### src/rtl/traffic_phase_controller.sv
// Warmup/measure/drain run sequencer with PIFO occupancy tracking.
// Optional measurement statistics enabled by defining TRAFFIC_PHASE_STATS_EN.
module traffic_phase_controller #(
    parameter int unsigned CNT_W = 32
) (
    input  logic             clk,
    input  logic             reset,
    input  logic             i__start,
    input  logic [CNT_W-1:0] i__warmup_cycles,
    input  logic [CNT_W-1:0] i__measure_cycles,
    input  logic [CNT_W-1:0] i__drain_timeout,
    input  logic             i__enq_fire,
    input  logic             i__deq_fire,
    output logic             o__inject_phase,
    output logic             o__receive_phase,
    output logic             o__measure,
    output logic [CNT_W-1:0] o__phase_count,
    output logic [CNT_W-1:0] o__occupancy,
    output logic             o__done,
    output logic             o__timeout
`ifdef TRAFFIC_PHASE_STATS_EN
   ,output logic [CNT_W-1:0] o__meas_enq_count,
    output logic [CNT_W-1:0] o__meas_deq_count,
    output logic             o__underflow
`endif
);

    typedef enum logic [2:0] {IDLE, WARMUP, MEASURE, DRAIN, DONE} state_t;

    localparam logic [CNT_W-1:0] CNT_MAX = '1;
    localparam logic [CNT_W-1:0] ONE     = CNT_W'(1);

    state_t           state;
    logic [CNT_W-1:0] warmup_len;
    logic [CNT_W-1:0] measure_len;
    logic [CNT_W-1:0] drain_timeout;
    logic [CNT_W-1:0] occ_next;
    logic [CNT_W-1:0] count_inc;
    logic             start_accept;

    assign start_accept = i__start && (state == IDLE || state == DONE);
    assign count_inc    = (o__phase_count == CNT_MAX) ? o__phase_count : o__phase_count + ONE;

    always_comb begin
        occ_next = o__occupancy;
        if (i__enq_fire && !i__deq_fire && o__occupancy != CNT_MAX)
            occ_next = o__occupancy + ONE;
        else if (!i__enq_fire && i__deq_fire && o__occupancy != '0)
            occ_next = o__occupancy - ONE;
    end

    always_ff @(posedge clk) begin
        if (reset) begin
            state            <= IDLE;
            warmup_len       <= '0;
            measure_len      <= '0;
            drain_timeout    <= '0;
            o__inject_phase  <= 1'b0;
            o__receive_phase <= 1'b0;
            o__measure       <= 1'b0;
            o__phase_count   <= '0;
            o__occupancy     <= '0;
            o__done          <= 1'b0;
            o__timeout       <= 1'b0;
        end else begin
            o__occupancy <= occ_next;
            case (state)
                IDLE, DONE: begin
                    if (i__start) begin
                        warmup_len     <= i__warmup_cycles;
                        measure_len    <= i__measure_cycles;
                        drain_timeout  <= i__drain_timeout;
                        o__occupancy   <= '0;
                        o__done        <= 1'b0;
                        o__timeout     <= 1'b0;
                        o__phase_count <= '0;
                        o__receive_phase <= 1'b1;
                        // Skip zero-length phases so the run begins in the first real one.
                        if (i__warmup_cycles != '0) begin
                            state           <= WARMUP;
                            o__inject_phase <= 1'b1;
                        end else if (i__measure_cycles != '0) begin
                            state           <= MEASURE;
                            o__inject_phase <= 1'b1;
                            o__measure      <= 1'b1;
                        end else begin
                            state <= DRAIN;
                        end
                    end
                end
                WARMUP: begin
                    if (o__phase_count == warmup_len - ONE) begin
                        o__phase_count <= '0;
                        if (measure_len != '0) begin
                            state      <= MEASURE;
                            o__measure <= 1'b1;
                        end else begin
                            state           <= DRAIN;
                            o__inject_phase <= 1'b0;
                        end
                    end else begin
                        o__phase_count <= count_inc;
                    end
                end
                MEASURE: begin
                    if (o__phase_count == measure_len - ONE) begin
                        state           <= DRAIN;
                        o__phase_count  <= '0;
                        o__inject_phase <= 1'b0;
                        o__measure      <= 1'b0;
                    end else begin
                        o__phase_count <= count_inc;
                    end
                end
                DRAIN: begin
                    // Empty check has priority over the timeout; phase_count is left as the final value.
                    if (o__occupancy == '0) begin
                        state            <= DONE;
                        o__receive_phase <= 1'b0;
                        o__done          <= 1'b1;
                        o__timeout       <= 1'b0;
                    end else if (drain_timeout != '0 && o__phase_count == drain_timeout - ONE) begin
                        state            <= DONE;
                        o__receive_phase <= 1'b0;
                        o__done          <= 1'b1;
                        o__timeout       <= 1'b1;
                    end else begin
                        o__phase_count <= count_inc;
                    end
                end
                default: state <= IDLE;
            endcase
        end
    end

`ifdef TRAFFIC_PHASE_STATS_EN
    always_ff @(posedge clk) begin
        if (reset || start_accept) begin
            o__meas_enq_count <= '0;
            o__meas_deq_count <= '0;
            o__underflow      <= 1'b0;
        end else begin
            if (o__measure && i__enq_fire && o__meas_enq_count != CNT_MAX)
                o__meas_enq_count <= o__meas_enq_count + ONE;
            if (o__measure && i__deq_fire && o__meas_deq_count != CNT_MAX)
                o__meas_deq_count <= o__meas_deq_count + ONE;
            if (i__deq_fire && !i__enq_fire && o__occupancy == '0)
                o__underflow <= 1'b1;
        end
    end
`else
    logic unused_start_accept;
    assign unused_start_accept = start_accept;
`endif

endmodule

### config.mk
export PLATFORM = sky130hd
export DESIGN_NAME = traffic_phase_controller
export DESIGN_NICKNAME = d
export VERILOG_FILES = /design/src/rtl/traffic_phase_controller.sv
export SDC_FILE = /design/constraint.sdc
export NUM_CORES = 1
export LEC_CHECK = 0
export ABC_AREA = 0
export CAP_MARGIN = 10
export CORE_UTILIZATION = 50
export CTS_CLUSTER_SIZE = 8
export DETAILED_ROUTE_END_ITERATION = 8
export PLACE_DENSITY_LB_ADDON = 0.05
export SYNTH_ARGS = -nofsm -noshare
export SYNTH_HDL_FRONTEND = slang
export SYNTH_SLANG_ARGS = --single-unit
### constraint.sdc
create_clock -name clk -period 3.1 [get_ports clk]
set_input_delay 0.93 -clock clk [delete_from_list [all_inputs] [get_ports clk]]
set_output_delay 0.93 -clock clk [all_outputs]
set_load 0.005 [all_outputs]
Yosys cells after proc, flatten, opt, wreduce, memory -nomap -nowiden. Index checks and enable logic that the tools add are counted.

$add $sub $neg: 6. Equal/unequal tests: 20. Mux-type cells: 42. Reduce and logical (&&, ||, !) cells: 24.

Operators by type and width (number): two-way mux 32 bit (10); nonzero test 32 bit (5); case mux 32 bit (4 select lines) (1); subtractor 32 x 1 -> 32 bit, second input constant (4); == test 32 bit (3); adder 32 x 1 -> 32 bit, second input constant (2); == test 32 bit, second input constant (1); logical NOT 32 bit (1); inequality test 32 bit, second input constant (1); two-way mux 1 bit (19); inequality test 2 bit, second input constant (9); two-way mux 3 bit (5); case mux 3 bit (4 select lines) (1); AND reduction 4 bit (2); AND reduction 7 bit (1); == test 3 x 2 -> 1 bit, second input constant (2); inequality test 3 bit, second input constant (2); case mux 1 bit (2 select lines) (3); case mux 1 bit (3 select lines) (2); AND reduction 6 bit (1); logical AND 1 bit (5); nonzero test 4 bit (1); == test 3 x 1 -> 1 bit, second input constant (1); == test 3 bit, second input constant (1); other kinds (8) (9).

Register bits: 168. Input port bits: 101. Output and inout bits: 69.

Depth between registers and ports, before layout. Gate-level depths: netlist of run 1.

Word-level depth: 7. Gate-level depth with buffers: 15. Mapped depth without buffers: 12.

Worst setup path after synthesis of run 1. No wires, ideal clock.

Path kind: register -> register. Start: reg warmup_len[22]. End: reg o__phase_count[18]. Arrival: 3220 ps. Required time: 2965 ps. Slack: -255 ps. Stages on the path, launching flop included: 13. Period minus slack after synthesis: 3355 ps. Cells stage by stage: dfxtp_1 -> buf_6 -> or4_4 -> or4b_1 -> a2111oi_0 -> o221ai_1 -> nor4_2 -> nand4_1 -> a2111oi_4 -> o22ai_4 -> buf_6 -> a32oi_1 -> o41ai_1.

Word-level cells in the longest chain between the ends: 4.

Ends and longest elaborated chain: start, declared (RTL line 34) `logic [CNT_W-1:0] warmup_len;`; start signal, assigned (RTL line 70) `warmup_len <= i__warmup_cycles;`; subtractor 32 x 1 -> 32 bit (RTL line 92) `if (o__phase_count == warmup_len - ONE) begin`; == test 32 bit (RTL line 92); two-way mux 32 bit (RTL line 92); case mux 32 bit (4 select lines) (RTL line 67) `case (state)`; end signal, assigned (RTL line 102) `o__phase_count <= count_inc;`; end signal, assigned (RTL line 112) `o__phase_count <= count_inc;`; end signal, assigned (RTL line 128) `o__phase_count <= count_inc;`; end, declared (RTL line 17) `output logic [CNT_W-1:0] o__phase_count,`.

Every way passes these cells. A chain may end at the register's enable or synchronous reset.

Worst setup path in the final report of run 1.
Start: reg drain_timeout[10]. End: reg o__phase_count[27].

Word-level cells in the longest chain between the ends: 5.

Ends and longest elaborated chain: start, declared (RTL line 36) `logic [CNT_W-1:0] drain_timeout;`; start signal, assigned (RTL line 72) `drain_timeout <= i__drain_timeout;`; subtractor 32 x 1 -> 32 bit (RTL line 122) `end else if (drain_timeout != '0 && o__phase_count == drain_timeout - ONE) begin`; == test 32 bit (RTL line 122); logical AND 1 bit (*) (RTL line 122); inequality test 2 bit (no line) (*); AND reduction 4 bit (no line) (*).

Every way passes the cells marked *; elsewhere a longest branch is shown, timed or not.

==> impl_metrics.py, run 1 <==
metrics = {
    "setup_path": {
        "crit_fanout": 4,
        "timing.reg2reg.setup_slack_ns": -0.37,
        "timing.critical_path.cells": "or4_4 > or4_4 > buf_6 > a211oi_2 > nor2_1 > a2bb2oi_2 > nand3_2 > o41ai_2 > buf_4 > a31o_4 > buf_12 > clkbuf_16 > a32oi_1 > o41ai_1",
        "reg2reg_depth": 14,
        "crit_path_end_kind": "flop",
        "regToRegEndpoint": "o__phase_count[27]",
        "crit_top_cell": "sky130_fd_sc_hd__or4_4",
        "cpMaxStageDelayCell": "sky130_fd_sc_hd__or4_4",
        "cp_slowest_stage_delay_ns": 0.54,
        "critPathKind": "reg2reg",
        "reg2reg_from": "drain_timeout[10]",
        "worstPathArrival_ns": 3.81,
        "critPathRequiredTime_ns": 3.44,
        "timing.critical_path.buf_inv": 4,
        "critical_path.startpoint_type": "flop",
        "critical_path.top_delay_family": "simple AND/OR/NAND/NOR gates",
    },
    "power_and_ir_drop": {
        "switching_share_pct": 43.0,
        "power_frac_clock_pct": 14.0,
        "power_density_mw_per_mm2": 908,
        "combinational_share_of_power_pct": 63.4,
        "intPower_mw": 8.27,
        "power_frac_seq_pct": 22.6,
        "leakagePower_nw": 6.28,
        "irDropWorstVdd_mv": 0.676,
        "psw_mw": 6.24,
    },
    "routing": {
        "dr.first_iter.drc_count": 1096,
        "final_antenna_net_count": 0,
        "firstDrtPassIters": 6,
        "routed_via_density": 6.06,
        "route.final.wire_length_mm": 40.6,
        "vias": 13000,
        "drc": 0,
        "drt-wirelength-per-cell_um": 18.9,
    },
    "status": {
        "run_status": "complete, but fails checks",
        "failing_checks": "setup timing",
    },
    "global_routing": {
        "busiest_layer": "met2",
        "number_of_antenna_violations_at_the_first_check_in_global_routing": 0,
        "first_global_vias": 12500,
        "grt_start_max_net_pins": 138,
        "grtUsageTotal_pct": 34.3,
        "grt_pass1_wl_mm": 64.6,
        "use_met1_pct": 44.9,
        "overflow": 0,
        "use_met3_pct": 6.55,
        "grtUsageMet2_pct": 55.5,
    },
    "clocking": {
        "clk-insertion-delay-late_ns": 0.45,
        "cts_buffer_depth": 2,
        "worst_setup_hold_path_clk_slew_ns": 0.07,
        "cts_made_buffers": 17,
        "root_buffer": "sky130_fd_sc_hd__clkbuf_16",
        "clock_tree_from_tritoncts": "done",
        "cts_max_level": 4,
        "cts.sink_count": 168,
    },
    "cells_and_area": {
        "post-route-cell-area_sq_mm": 0.0160,
        "drive_gt1_share_pct": 20.4,
        "n_antenna_cell": 0,
        "syn_to_final_growth_pct": 40.3,
        "post-route-util_pct": 72.4,
        "nets": 1964,
        "mostFrequentLayoutCell": "sky130_fd_sc_hd__nand2_1",
        "filler_cell_count": 1828,
        "layout_common_cells": "sky130_fd_sc_hd__nand2_1 (270), sky130_fd_sc_hd__buf_4 (223), sky130_fd_sc_hd__clkdlybuf4s50_1 (168)",
    },
    "die": {
        "floorplan.initialDensity_pct": 51.6,
        "ios": 170,
        "number_of_placement_rows": 54,
        "core-area_sq_mm": 0.0221,
        "die_width_um": 153,
        "chipHeight_um": 153,
        "floorplan.die_area_sq_mm": 0.0234,
    },
    "timing": {
        "worst_case_headroom_to_the_max_slew_limit_pct": 51.6,
        "post-route-worst-setup-slack_ns": -0.368,
        "timing.final.setup_violations": 38,
        "tns_ns": -11.24,
        "timing_hold_violations_final": 0,
        "fin_crit_sh_pct": 112,
        "final.hold.worst_slack_ns": 0.471,
        "rsz0062_at_grt": "yes",
        "min_period_ns": 3.47,
        "worst_pin_slew_ns": 0.725,
        "slew_viol_final": 0,
        "clock_skew_ns": 0.0174,
        "fmax_mhz": 288,
    },
    "hold_path": {
        "min_to": "o__done",
        "worst_hold_path.num_cells": 2,
        "worst_hold_path_type": "reg2reg",
        "hp-start": "o__done",
    },
    "yosys": {
        "synthesis.yosys.warnings": 0,
        "ys_types": 89,
        "synthCells": 1537,
        "synth-main-ff-cell": "sky130_fd_sc_hd__dfxtp_1",
        "synth_edf_count": 0,
        "register_area_share_after_synthesis_pct": 29.5,
        "postSynth.asyncResetShare_pct": 0,
        "synth-seq-cells": 168,
        "mean_cell_area_of_the_mapped_netlist_sq_um": 7.42,
        "synthesis.area_sq_mm": 0.0114,
        "synth.net_count": 1645,
    },
    "place": {
        "routability_congestion": 0.965,
        "dp_hpwl_mm": 28.6,
        "placedInstanceArea_sq_mm": 0.0148,
        "numPortBuffers": 169,
    },
    "flow_run": {
        "cap_viol_max_count": 0,
    },
}
[kinds of logic after synthesis]
logic type / count (synthesis) / share of synthesized area [%]
buffers and inverters: 142 / 5.61
and+or+nand+nor: 754 / 33.6
muxes: 9 / 0.834
AOI/OAI and AO/OA: 307 / 18.1
xor gates and xnor gates: 150 / 11.5
adders and majority gates: 7 / 0.768
DFF: 168 / 29.5
[cell type report]
class	instances	area [sq um]	share of cell area, %
Tap cell	280	350	2.19
Timing Repair Buffer	416	3810	23.8
Clock inverter	14	114	0.712
Inverter	25	93.8	0.587
Clock buffer	17	425	2.66
Sequential cell	168	3380	21.1
Multi-Input combinational cell	1228	7820	48.9
[metrics by stage]
stage               power, mW  worst slack, ns  std cells
detailed placement       11.3           -0.340       2096
CTS                      14.1           -0.277       2143
global route             15.4           -0.496       2148
finish                   14.5           -0.368       2148
floorplan                8.14           -0.127       1537
global placement         11.1           -0.344       2096
[registers in the layout, indices dropped and copies added (netlist names)]
| name | flops |
|---|---|
| o__inject_phase | 1 |
| o__occupancy | 32 |
| measure_len | 32 |
| o__phase_count | 32 |
| state | 3 |
| o__timeout | 1 |
| warmup_len | 32 |
| o__receive_phase | 1 |
| drain_timeout | 32 |
| o__done | 1 |
| o__measure | 1 |
[cells in the mapped netlist (all sizes together) (16+ instances only)]
master | number | area share, %
a21oi | 125 | 5.5
nor4 | 49 | 3.0
nor2 | 103 | 3.4
buf | 18 | 1.1
xnor2 | 80 | 6.1
nand3 | 47 | 2.1
xor2 | 70 | 5.4
nand2b | 16 | 0.88
clkbuf | 99 | 3.7
nor3 | 67 | 3.0
nand2 | 276 | 9.2
a32oi | 27 | 2.1
o41ai | 24 | 1.9
and3 | 45 | 2.5
or3 | 16 | 0.88
o21ai | 33 | 1.4
dfxtp | 168 | 30
inv | 24 | 0.79
nand4 | 43 | 2.4
[tightest hold or removal path: stages, from the launching register on]
cell                      delay [ns]
sky130_fd_sc_hd__dfxtp_1        0.32
sky130_fd_sc_hd__nand2_1        0.05
sky130_fd_sc_hd__a21oi_1        0.05
[per-layer routing]
metal | up-vias | part of all wire [%] | wire (um)
li1 | 6207 | - | -
met4 | 0 | 3.7 | 1510
met2 | 576 | 45 | 18300
met5 | - | 0 | 0
met3 | 115 | 8.1 | 3290
met1 | 6128 | 43 | 17500
[timing repair]
item	CTS	global route
setup endpoints to repair	37	40
pin swaps	11	20
hold buffers	0	0
cloned	5	2
buffers inserted	11	4
gates resized for setup	45	32
[power groups by stage]
stage	clock (mW)	sequential, mW	combinational (mW)
2_1_floorplan	0	3.16	4.98
3_3_place_gp	0	3.27	7.88
3_5_place_dp	0	3.28	8.02
4_1_cts	2.06	3.25	8.83
5_1_grt	2.16	3.36	9.93
6_report	2.04	3.28	9.20
[how the worst max path moves through the flow]
stage                 startpoint            endpoint  slack, ns  cells past startpoint
6_report       drain_timeout[10]  o__phase_count[27]      -0.37                     14
5_1_grt         drain_timeout[9]   o__phase_count[3]      -0.50                     15
4_1_cts           warmup_len[15]  o__phase_count[27]      -0.28                     12
3_5_place_dp      warmup_len[20]  o__phase_count[25]      -0.34                     12
3_3_place_gp    drain_timeout[9]  o__phase_count[10]      -0.34                     13
2_1_floorplan     warmup_len[15]  o__phase_count[18]      -0.13                     12
Power figures use the tool's default switching activity.
==> inputs of run 2 (changes only) <==
==> constraint.sdc (replaced) <==
create_clock -name clk -period 3.1 [get_ports clk]
set_input_delay 0.465 -clock clk [delete_from_list [all_inputs] [get_ports clk]]
set_output_delay 0.465 -clock clk [all_outputs]
set_load 0.005 [all_outputs]
==> impl_metrics.py, run 2 (same netlist as run 1, synthesis figures left out) <==
metrics = {
    "setup_path": {
        "reg2reg_depth": 12,
        "critPathRequiredTime_ns": 3.41,
        "critical_path.top_delay_family": "simple AND/OR/NAND/NOR gates",
        "reg2reg_from": "warmup_len[20]",
        "timing.critical_path.cells": "or4_4 > or4b_4 > a2111oi_4 > o221ai_2 > nor4_2 > nand4_1 > a2111oi_4 > buf_6 > o22ai_4 > buf_6 > a32oi_1 > o41ai_1",
        "crit_fanout": 7,
        "critPathKind": "reg2reg",
        "crit_path_end_kind": "flop",
        "regToRegEndpoint": "o__phase_count[26]",
        "timing.reg2reg.setup_slack_ns": -0.30,
        "cpMaxStageDelayCell": "sky130_fd_sc_hd__or4b_4",
        "worstPathArrival_ns": 3.70,
        "critical_path.startpoint_type": "flop",
        "timing.critical_path.buf_inv": 2,
        "cp_slowest_stage_delay_ns": 0.57,
    },
    "place": {
        "dpl.cell_count": 2089,
        "dp_hpwl_mm": 29.5,
        "numPortBuffers": 169,
        "post-place-ws_ns": -0.368,
        "placedInstanceArea_sq_mm": 0.0147,
        "routability_congestion": 0.955,
    },
    "cells_and_area": {
        "nets": 1948,
        "stdcell_count": 2133,
        "n_antenna_cell": 0,
        "post-route-cell-area_sq_mm": 0.0159,
        "layout_common_cells": "sky130_fd_sc_hd__nand2_1 (274), sky130_fd_sc_hd__buf_4 (211), sky130_fd_sc_hd__clkdlybuf4s50_1 (168)",
        "post-route-util_pct": 71.8,
        "mostFrequentLayoutCell": "sky130_fd_sc_hd__nand2_1",
        "syn_to_final_growth_pct": 39.3,
        "drive_gt1_share_pct": 20.1,
    },
    "timing": {
        "fmax_mhz": 295,
        "fin_crit_sh_pct": 110,
        "tns_ns": -8.54,
        "slew_viol_final": 0,
        "timing.final.setup_violations": 37,
        "worst_pin_slew_ns": 0.739,
        "worst_case_headroom_to_the_max_slew_limit_pct": 50.7,
        "rsz0062_at_grt": "yes",
        "clock_skew_ns": 0.0133,
        "post-route-worst-setup-slack_ns": -0.295,
        "timing_hold_violations_final": 0,
        "final.hold.worst_slack_ns": 0.475,
        "min_period_ns": 3.40,
    },
    "clocking": {
        "cts_max_level": 4,
        "cts.sink_count": 168,
        "clock_tree_from_tritoncts": "done",
        "clk-insertion-delay-late_ns": 0.44,
        "cts_buffer_depth": 2,
        "cts_made_buffers": 17,
        "worst_setup_hold_path_clk_slew_ns": 0.07,
        "root_buffer": "sky130_fd_sc_hd__clkbuf_16",
    },
    "die": {
        "floorplan.initialDensity_pct": 51.6,
        "number_of_placement_rows": 54,
        "floorplan.die_area_sq_mm": 0.0234,
        "chipHeight_um": 153,
        "core-area_sq_mm": 0.0221,
        "ios": 170,
        "die_width_um": 153,
    },
    "status": {
        "failing_checks": "setup timing",
        "run_status": "complete, but fails checks",
    },
    "routing": {
        "dr.first_iter.drc_count": 1111,
        "final_antenna_net_count": 0,
        "firstDrtPassIters": 5,
        "vias": 12900,
        "drc": 0,
        "routed_via_density": 6.04,
        "route.final.wire_length_mm": 40.7,
        "drt-wirelength-per-cell_um": 19.1,
    },
    "flow_run": {
        "cap_viol_max_count": 0,
    },
    "hold_path": {
        "worst_hold_path_type": "reg2reg",
        "worst_hold_path.num_cells": 2,
        "hp-start": "o__done",
        "min_to": "o__done",
    },
    "global_routing": {
        "grtUsageTotal_pct": 33.8,
        "grt_pass1_wl_mm": 63.5,
        "first_global_vias": 11800,
        "grt_start_max_net_pins": 99,
        "overflow": 0,
        "number_of_antenna_violations_at_the_first_check_in_global_routing": 0,
    },
    "power_and_ir_drop": {
        "power_density_mw_per_mm2": 910,
        "leakagePower_nw": 6.22,
        "irDropWorstVdd_mv": 0.746,
        "post-layout-total-power_mw": 14.5,
    },
}
run 2: layer usage:
layer | up-vias | wire length (um) | GRT usage, %
met5 | - | 0 | 0
met4 | 0 | 1340 | 13.9
met3 | 92 | 3020 | 5.53
met2 | 526 | 18600 | 54.4
met1 | 6073 | 17700 | 44.9
li1 | 6191 | - | -
run 2: cell type report:
| class | count | area (sq um) |
|---|---|---|
| tap | 280 | 350 |
| inverter | 25 | 93.8 |
| fill | 1797 | 6220 |
| clock inverter | 10 | 111 |
| clock buffer | 22 | 474 |
| sequential | 168 | 3370 |
| multi-input combinational | 1228 | 7880 |
| timing repair buffer | 400 | 3600 |
run 2: worst max-delay path by stage:
stage,slack [ns],to,start,depth (start not counted)
floorplan,-0.13,o__phase_count[18],warmup_len[15],12
global placement,-0.30,o__phase_count[10],warmup_len[15],11
detailed placement,-0.37,o__phase_count[17],warmup_len[15],11
CTS,-0.25,o__phase_count[30],warmup_len[20],12
global route,-0.44,o__phase_count[22],drain_timeout[9],13
finish,-0.30,o__phase_count[26],warmup_len[20],12
run 2: repair_timing:
item | in CTS | in global routing
hold endpoints to repair | 0 | 0
gates resized for setup | 29 | 51
pin swaps | 16 | 28
endpoints found under the setup margin | 37 | 39
hold buffers | 0 | 0
buffers inserted | 4 | 3
gates cloned | 1 | 5
run 2: report_power, final:
part	switching [mW]	total, mW	leakage [nW]	internal, mW
clock network	0.974	2.17	0.287	1.19
registers	0.653	3.30	1.37	2.64
logic	4.57	8.99	4.56	4.42
run 2: worst reg2reg max path, delay by kind of cell (launching register included):
| family | cells | cell delay, ns |
|---|---|---|
| buffers and inverters | 2 | 0.36 |
| flip-flops | 1 | 0.32 |
| AND/OR/NAND/NOR | 4 | 1.47 |
| AO/OA/AOI/OAI | 6 | 1.12 |
==> inputs of run 3 (changes only) <==
CORE_UTILIZATION = 30   (was 50)
SLEW_MARGIN = 20   (was default)
==> impl_metrics.py, run 3 (same netlist as run 1, synthesis figures left out) <==
metrics = {
    "clocking": {
        "cts_made_buffers": 17,
        "cts_max_level": 4,
        "cts_buffer_depth": 2,
        "cts_hold_buf": 0,
        "root_buffer": "sky130_fd_sc_hd__clkbuf_16",
        "clk-insertion-delay-late_ns": 0.46,
        "clock_tree_from_tritoncts": "done",
        "worst_setup_hold_path_clk_slew_ns": 0.07,
        "cts.sink_count": 168,
    },
    "routing": {
        "vias": 12800,
        "drt-wirelength-per-cell_um": 19.2,
        "dr.first_iter.drc_count": 727,
        "final_antenna_net_count": 0,
        "route.final.wire_length_mm": 46.4,
        "routed_via_density": 5.29,
        "drc": 0,
        "firstDrtPassIters": 5,
    },
    "die": {
        "floorplan.die_area_sq_mm": 0.0388,
        "ios": 170,
        "die_width_um": 197,
        "core-area_sq_mm": 0.0375,
        "floorplan.initialDensity_pct": 30.4,
        "chipHeight_um": 197,
        "number_of_placement_rows": 71,
    },
    "setup_path": {
        "crit_path_end_kind": "flop",
        "critical_path.startpoint_type": "flop",
        "reg2reg_depth": 13,
        "crit_fanout": 6,
        "critPathRequiredTime_ns": 3.47,
        "critPathKind": "reg2reg",
        "regToRegEndpoint": "o__phase_count[10]",
        "reg2reg_from": "warmup_len[15]",
        "worstPathArrival_ns": 3.79,
        "timing.reg2reg.setup_slack_ns": -0.32,
    },
    "hold_path": {
        "worst_hold_path_type": "reg2reg",
        "hp-start": "o__done",
        "worst_hold_path.num_cells": 2,
        "min_to": "o__done",
    },
    "timing": {
        "timing.final.setup_violations": 37,
        "timing_hold_violations_final": 0,
        "slew_viol_final": 0,
        "post-route-worst-setup-slack_ns": -0.323,
        "fin_crit_sh_pct": 110,
        "worst_case_headroom_to_the_max_slew_limit_pct": 54.5,
        "min_period_ns": 3.42,
        "worst_pin_slew_ns": 0.683,
        "rsz0062_at_grt": "yes",
        "clock_skew_ns": 0.0146,
        "fmax_mhz": 292,
    },
    "power_and_ir_drop": {
        "power_density_mw_per_mm2": 890,
        "post-layout-total-power_mw": 14.8,
        "leakagePower_nw": 6.50,
        "irDropWorstVdd_mv": 0.488,
    },
    "status": {
        "run_status": "complete, but fails checks",
        "failing_checks": "setup timing",
    },
    "global_routing": {
        "number_of_antenna_violations_at_the_first_check_in_global_routing": 0,
        "grt_start_max_net_pins": 138,
        "grt_pass1_wl_mm": 72.0,
        "first_global_vias": 12300,
        "grtUsageTotal_pct": 23.9,
        "overflow": 0,
    },
    "place": {
        "dpl.cell_count": 2372,
        "numPortBuffers": 169,
        "routability_congestion": 0.871,
        "dp_hpwl_mm": 34.7,
    },
    "cells_and_area": {
        "post-route-util_pct": 44.4,
        "stdcell_count": 2421,
        "filler_cell_count": 3841,
        "n_antenna_cell": 0,
        "drive_gt1_share_pct": 23.1,
        "syn_to_final_growth_pct": 46.0,
        "nets": 2006,
        "layout_common_cells": "sky130_fd_sc_hd__nand2_1 (273), sky130_fd_sc_hd__buf_4 (270), sky130_fd_sc_hd__clkdlybuf4s50_1 (168)",
        "mostFrequentLayoutCell": "sky130_fd_sc_hd__nand2_1",
    },
    "flow_run": {
        "cap_viol_max_count": 0,
    },
}
[run 3: worst max path at each step]
| stage | cells past startpoint | start | slack, ns | endpoint |
|---|---|---|---|---|
| after floorplan | 12 | warmup_len[15] | -0.13 | o__phase_count[18] |
| after CTS | 12 | warmup_len[15] | -0.37 | o__phase_count[13] |
| after global placement | 15 | warmup_len[0] | -0.40 | o__phase_count[22] |
| final | 13 | warmup_len[15] | -0.32 | o__phase_count[10] |
| after global routing | 13 | drain_timeout[9] | -0.46 | o__phase_count[22] |
| after detailed placement | 12 | warmup_len[15] | -0.47 | o__phase_count[5] |
[run 3: report_power, final]
| group | internal [mW] | total (mW) | switching, mW |
|---|---|---|---|
| sequential | 2.65 | 3.23 | 0.581 |
| combinational | 4.60 | 9.43 | 4.84 |
| clock | 1.16 | 2.14 | 0.975 |
| total | 8.41 | 14.8 | 6.39 |
[run 3: what timing repair did]
item / CTS / global route
setup endpoints to repair: 38 / 40
resized for setup: 25 / 73
pin swaps: 17 / 27
gates cloned: 3 / 1
buffers inserted: 10 / 6
[run 3: stage by stage]
step | area (sq um) | setup slack (ns) | TNS (ns) | hold slack (ns)
finish | 16600 | -0.323 | -9.25 | 0.463
global route | 16600 | -0.465 | -14.36 | 0.483
floorplan | 11500 | -0.127 | -3.47 | 0.449
detailed placement | 15400 | -0.470 | -13.96 | 0.456
CTS | 16200 | -0.367 | -11.39 | 0.470
global placement | 15400 | -0.403 | -11.41 | 0.457
[run 3: per-layer routing]
metal  track usage, %  vias up  share of wire [%]
met1             33.2     6134                 48
met2             38.4      326                 46
li1                 -     6304                  -
met4             6.49        0                2.0
met3             3.39       44                4.2
met5                0        -                  0
[run 3: critical path, cell delays in order, from the launching register on]
cell                        delay [ns]
sky130_fd_sc_hd__dfxtp_2          0.32
sky130_fd_sc_hd__or4_4            0.53
sky130_fd_sc_hd__or3_4            0.38
sky130_fd_sc_hd__buf_6            0.15
sky130_fd_sc_hd__o311a_4          0.35
sky130_fd_sc_hd__o221ai_2         0.17
sky130_fd_sc_hd__nor4_2           0.06
sky130_fd_sc_hd__nand4_1          0.13
sky130_fd_sc_hd__a2111oi_4        0.05
sky130_fd_sc_hd__buf_6            0.16
sky130_fd_sc_hd__o22ai_4          0.29
sky130_fd_sc_hd__buf_4            0.17
sky130_fd_sc_hd__or4b_1           0.42
sky130_fd_sc_hd__a31oi_1          0.16
[run 3: area by class of cell]
cell class | instances | area [sq um] | share of cell area (%)
multi-input combinational | 1228 | 7930 | 47.6
inverter | 25 | 93.8 | 0.564
tap | 511 | 639 | 3.84
sequential | 168 | 3380 | 20.3
clock inverter | 11 | 97.6 | 0.587
clock buffer | 20 | 467 | 2.81
timing repair buffer | 458 | 4030 | 24.2
